**src/rtl/piso_pkg.sv**
```systemverilog
// Shared types and defaults for the parallel-in, serial-out serializer.
package piso_pkg;

    typedef enum logic {
        IDLE  = 1'b0,
        SHIFT = 1'b1
    } state_t;

    localparam int DEFAULT_WIDTH = 4;

endpackage

```
**src/rtl/piso_bit_counter.sv**
```systemverilog
// Down-counter tracking the bits still to send in a frame; zero marks the LSB.
module piso_bit_counter #(
    parameter int WIDTH = 4
) (
    input  logic clk,
    input  logic reset,
    input  logic load,
    input  logic dec,
    output logic zero
);

    localparam int CW = (WIDTH > 1) ? $clog2(WIDTH) : 1;
    localparam logic [CW-1:0] CNT_MAX = CW'(WIDTH - 1);

    logic [CW-1:0] cnt;

    // NOTE: sequential state is written with non-blocking assignments only, so
    // every flop samples pre-edge values regardless of block evaluation order.
    always_ff @(posedge clk or posedge reset) begin
        if (reset) begin
            cnt <= '0;
        end else if (load) begin
            cnt <= CNT_MAX;
        end else if (dec) begin
            cnt <= cnt - 1'b1;
        end
    end

    assign zero = (cnt == '0);

endmodule

```
**src/rtl/piso_serializer.sv**
```systemverilog
// Parallel-in, serial-out shifter: accepts a word over valid/ready and sends it
// MSB first, one bit per enabled clock, flagging the LSB with ser_last.
module piso_serializer
    import piso_pkg::*;
#(
    parameter int WIDTH = DEFAULT_WIDTH
) (
    input  logic             clk,
    input  logic             reset,
    input  logic             set,
    input  logic             load_valid,
    output logic             load_ready,
    input  logic [WIDTH-1:0] load_data,
    input  logic             shift_en,
    output logic             ser_out,
    output logic             ser_valid,
    output logic             ser_last,
    output logic             busy
);

    state_t           state;
    logic [WIDTH-1:0] shreg;
    logic             cnt_zero;
    logic             accept;
    logic             cnt_dec;

    assign busy       = (state == SHIFT);
    assign ser_valid  = busy;
    assign ser_out    = shreg[WIDTH-1];
    assign ser_last   = busy && cnt_zero;
    assign load_ready = (state == IDLE) || (ser_last && shift_en);

    // set outranks a load, so a word offered alongside set stays with upstream.
    assign accept  = load_valid && load_ready && !set;
    assign cnt_dec = busy && shift_en && !cnt_zero;

    piso_bit_counter #(
        .WIDTH(WIDTH)
    ) u_bit_counter (
        .clk  (clk),
        .reset(reset),
        .load (set || accept),
        .dec  (cnt_dec),
        .zero (cnt_zero)
    );

    always_ff @(posedge clk or posedge reset) begin
        if (reset) begin
            state <= IDLE;
            shreg <= '0;
        end else if (set) begin
            state <= SHIFT;
            shreg <= '1;
        end else if (accept) begin
            state <= SHIFT;
            shreg <= load_data;
        end else if (busy && shift_en) begin
            shreg <= {shreg[WIDTH-2:0], 1'b0};
            if (cnt_zero) begin
                state <= IDLE;
            end
        end
    end

endmodule

```
**config.mk**
```make
export PLATFORM = sky130hd
export DESIGN_NAME = piso_serializer
export DESIGN_NICKNAME = d
export VERILOG_FILES = /design/src/rtl/piso_pkg.sv /design/src/rtl/piso_bit_counter.sv /design/src/rtl/piso_serializer.sv
export SDC_FILE = /design/constraint.sdc
export NUM_CORES = 1
export LEC_CHECK = 0
export ABC_AREA = 1
export CAP_MARGIN = 40
export CORE_AREA = 2 2 39 41
export CTS_BUF_LIST = sky130_fd_sc_hd__clkbuf_8 sky130_fd_sc_hd__clkbuf_16
export DETAILED_ROUTE_END_ITERATION = 8
export DIE_AREA = 0 0 41 43
export GPL_TIMING_DRIVEN = 0
export PLACE_DENSITY = 0.67
export REMOVE_ABC_BUFFERS = 1
export SLEW_MARGIN = 10
export SYNTH_ARGS = -nofsm -noshare
export SYNTH_HDL_FRONTEND = slang
export SYNTH_SLANG_ARGS = --single-unit
```
**constraint.sdc**
```tcl
create_clock -name clk -period 4.3 [get_ports clk]
set_clock_uncertainty 0.2 [all_clocks]
set_input_delay 0.43 -clock clk [delete_from_list [all_inputs] [get_ports clk]]
set_output_delay 0.43 -clock clk [all_outputs]
set_load 0.02 [all_outputs]
```
* Word-level counts from Yosys, hierarchy flattened *
Index checks and enable logic that the tools add are counted.

word-level totals
  register bits after elaboration = 7
  output and inout port bits = 5
  logic and storage cells = 29

operators by class
  $add $sub $neg = 1
  muxes and demuxes = 9
  bitwise gates (word level) = 1
  reductions and logical operators = 15

operator list
  kind                                              number
  2-to-1 mux 4 bit                                  3
  logical AND 1 bit                                 6
  nonzero test 3 bit                                2
  2-to-1 mux 1 bit                                  4
  2-to-1 mux 2 bit                                  2
  logical NOT 1 bit                                 2
  logical NOT 2 bit                                 1
  logical OR 1 bit                                  2
  AND reduction 2 bit                               1
  nonzero test 2 bit                                1
  subtractor 2 x 1 -> 2 bit, second input constant  1
  inverter 1 bit                                    1

* Logic depth before layout (Yosys ltp) *
Gate-level depths: netlist (run 1).

  depth in word-level cells = 8
  mapped depth = 9
  depth with buffers taken out = 9

* Hierarchy *
Synthesis (run 1) repeated with hierarchy kept, for this count alone.

second synthesis, totals
  cell total of the unflattened synthesis = 58
  area, all modules = 434.2 um2

by module, submodules not included
  module            times used  cells an instance  area an instance (um2)  seq. area each (um2)
  piso_serializer   1           43                 324.1                   125.1
  piso_bit_counter  1           15                 110.1                   50.0

* Worst setup path before layout (run 1) *
OpenSTA, ideal clock, no wires.

  path type = register -> register
  start point = reg u_bit_counter.cnt[0]
  end point = reg shreg[1]
  library setup time = 116 ps
  arrival = 1157 ps
  path slack = 2827 ps
  stages on the path, launching flop included = 10
  buffers on the path = 0
  period minus slack after synthesis = 1473 ps
  cells stage by stage = dfrtp_1 > inv_1 > ha_1 > nand2_1 > nand2_2 > nand2_2 > nor2_2 > nand2_1 > nand2_1 > nand2_1

between the ends
  word-level cells in the longest chain between the ends = 8

RTL lines
  what                                 line                    text
  start: declaration                   piso_bit_counter.sv:15  logic [CW-1:0] cnt;
  start signal: assignment             piso_bit_counter.sv:25  cnt <= cnt - 1'b1;
  logical NOT 2 bit (*)                piso_bit_counter.sv:29  assign zero = (cnt == '0);
  logical AND 1 bit (*)                piso_serializer.sv:30   assign ser_last = busy && cnt_zero;
  logical AND 1 bit (*)                piso_serializer.sv:31   assign load_ready = (state == IDLE) || (ser_last && shift_en);
  logical OR 1 bit (*)                 piso_serializer.sv:31
  net load_ready                       piso_serializer.sv:12   output logic load_ready,
  logical AND 1 bit (*) (2 in series)  piso_serializer.sv:34   assign accept = load_valid && load_ready && !set;
  2-to-1 mux 4 bit                     piso_serializer.sv:54   end else if (accept) begin
  2-to-1 mux 4 bit                     piso_serializer.sv:51   end else if (set) begin
  end signal: assignment               piso_serializer.sv:56   shreg <= load_data;
  end signal: assignment               piso_serializer.sv:58   shreg <= {shreg[WIDTH-2:0], 1'b0};
  end: declaration                     piso_serializer.sv:22   logic [WIDTH-1:0] shreg;

The timed path passes the listed nets; every way through them passes the cells marked *.
A chain may end at the register's enable or synchronous reset.

* Final worst setup path (run 1) *
  start point = in shift_en
  end point = out load_ready

between the ends
  word-level cells in the longest chain between the ends = 2

RTL lines
  what                line                   text
  start: declaration  piso_serializer.sv:14  input logic shift_en,
  logical AND 1 bit   piso_serializer.sv:31
  logical OR 1 bit    piso_serializer.sv:31
  end: declaration    piso_serializer.sv:12

No other way between the ends.

==> impl_metrics.ini, run 1 <==
[logic_synthesis]
syn_inst = 58
synthTopCellsByArea = dfrtp_1 (43%), nand2_1 (25%), inv_1 (8.2%)
yosysSeqAreaShare = 0.427
synth_cell_types = 13
ys_ff_latch = 7
synth_warnings = 0
synth.cell_area_um2 = 410
yosysTopAreaCell = dfrtp_1
yosys.area.top_type_share = 0.427
syn_area_per_cell_um2 = 7.08

[routing]
drtIter0Drc = 2
ant_nets = 0
wl_um = 809
first_pass_iters = 2
num_vias = 383
post_drt_wl_per_cell_um = 8.99
drcViolationCount = 0
viasPerCell = 4.26

[sta]
period_needed_ps = 2320
slew_headroom = 0.820
finalCritPeriodShare = 0.538
hold_viol = 0
tns_ps = 0
tightest_slew_ps = 270
rsz0062_at_grt = false
fmaxAchievable_mhz = 432
final-setup-viol-count = 0
maxSlewViolCount = 0

[clock_network]
cts_resized = 0
clk_latency_ps = 220
cts_root_buffer = clkbuf_8
cts_inserted_buffers = 3
cts_tree = done
clk_pin_slew_ps = 40
clk_path_buf_depth = 2
postCtsHoldBufs = 0
post-cts-setup-buffer-count = 0
htree_levels = 1
cts.sinks = 7

[die]
die-width_um = 41
die_h_um = 43
start_util = 0.297
rows = 14
dieArea_um2 = 1760
core_um2 = 1380
io_pins = 14

[critical_path]
cp-end-kind = output port
crit_path_start = shift_en
crit_path_max_fanout = 4
endpoint = load_ready
regToRegStartpoint = u_bit_counter.cnt[0]
reg2reg_to = shreg[1]
required_ps = 3670
reg2reg_depth = 9
r2r_setup_slack_ps = 2780
crit_type = in -> out
cp-start-kind = input pin
arrival_ps = 1690

[global_route]
antenna_found_initial = 0
grt_max_degree = 8
grt_remaining_overflow = 0
grtUsageTotal = 0.115
grt_pass1_vias = 319
grt_pass1_wl_um = 1320

[place]
dp.cells = 86
port_buffers = 13
hpwl_um = 616
globalplace.congestion = 0.716

[finish]
nets = 85
final_util = 0.432
n_antenna_cell = 0
final_cells = 90
drive_gt1_frac = 0.149
nFillCells = 162
syn_to_final_growth_pct = 45.7

[job]
cap_violations = 0

[run_status]
status = complete, no violations

[power]
p_per_area_nw_per_um2 = 330
p_leak_nw = 0.313
ir_worst_vdd_v = 0.000174

[min_path]
min_path_type = in -> async
-- placed cells by master (no fill, tap or decap) --
master	n
nand3_1	3
nand2_1	27
inv_1	10
o211ai_1	1
ha_1	1
a21oi_2	1
inv_2	2
clkbuf_8	3
o21ai_0	1
nand2_2	3
nor2_2	1
clkdlybuf4s50_1	13
dfrtp_1	7
nor2_4	1
-- report_power, final --
group	internal (mW)	switching, mW	total, mW	leakage (nW)
logic	0.0161	0.0178	0.0339	0.214
registers	0.0715	0.00261	0.0741	0.0718
clock network	0.0617	0.0280	0.0896	0.0269
-- state kept, by name, summed over array words and instances, names as in the netlist --
register	count
u_bit_counter.cnt	2
busy	1
shreg	4
-- final cells by class --
class | count | area [um^2] | area share
Clock inverter | 1 | 3.75 | 0.00628
Sequential cell | 7 | 175 | 0.293
Inverter | 11 | 41.3 | 0.0690
Clock buffer | 3 | 41.3 | 0.0690
Multi-Input combinational cell | 39 | 186 | 0.312
Timing Repair Buffer | 13 | 130 | 0.218
Tap cell | 16 | 20.0 | 0.0335
-- worst min path at each step --
| stage | cells past startpoint | slack (ps) | end | from |
|---|---|---|---|---|
| detailed placement | 2 | 260 | shreg[0] | shreg[0] |
| global route | 2 | 270 | u_bit_counter.cnt[0] | reset |
| global placement | 2 | 250 | shreg[0] | shreg[0] |
| finish | 2 | 230 | shreg[3] | reset |
| CTS | 2 | 240 | shreg[2] | reset |
| floorplan | 1 | 30 | busy | reset |
-- routing by layer --
metal | vias up | share of wire | global-route usage
li1 | 201 | - | -
met1 | 166 | 0.46 | 0.150
met2 | 14 | 0.43 | 0.144
met3 | 2 | 0.090 | 0.0366
met4 | 0 | 0.017 | 0.100
met5 | - | 0 | 0
-- critical path, stage by stage --
cell and delay [ps]:
clkdlybuf4s50_1 480, nand2_1 70, nand2_2 100, clkdlybuf4s50_1 610
-- cells by family after synthesis --
family / Yosys count / synth area share
compound gates: 3 / 0.0518
fa+ha+maj: 1 / 0.0305
buf+inv: 12 / 0.119
flops: 7 / 0.427
simple gates: 35 / 0.372
-- Yosys cell counts --
cell type / count
a21oi_2: 1
buf_4: 1
dfrtp_1: 7
ha_1: 1
inv_1: 9
inv_2: 2
nand2_1: 27
nand2_2: 3
nand3_1: 3
nor2_2: 1
nor2_4: 1
o211ai_1: 1
o21ai_0: 1
-- metrics by stage --
step / hold slack [ps] / cell area [um^2] / setup slack, ps / power (mW)
after detailed placement: 260 / 553 / 1980 / 0.109
final: 235 / 598 / 1980 / 0.198
after global routing: 268 / 598 / 1920 / 0.209
after CTS: 245 / 598 / 1970 / 0.200
after floorplan: 33.4 / 403 / 2800 / 0.0937
after global placement: 253 / 553 / 1990 / 0.108
(Power assumes the default switching activity.)
==> run 2: changes to the inputs <==
==> constraint.sdc (replaced) <==
create_clock -name clk -period 2.3 [get_ports clk]
set_clock_uncertainty 0.2 [all_clocks]
set_input_delay 0.23 -clock clk [delete_from_list [all_inputs] [get_ports clk]]
set_output_delay 0.23 -clock clk [all_outputs]
set_load 0.02 [all_outputs]
==> results of run 2 <==
The final DEF is identical to that of run 1. Status: complete, no violations.
Among the figures that moved: setup slack after placement 1980 ps -> 380 ps; setup slack after layout 1980 ps -> 235 ps; hold slack 235 ps -> 34.9 ps; start point of the critical path shift_en -> u_bit_counter.cnt[0]; register-to-register setup slack 2780 ps -> 780 ps; total power 0.198 mW -> 0.370 mW; worst IR drop on VDD 0.000174 V -> 0.000325 V
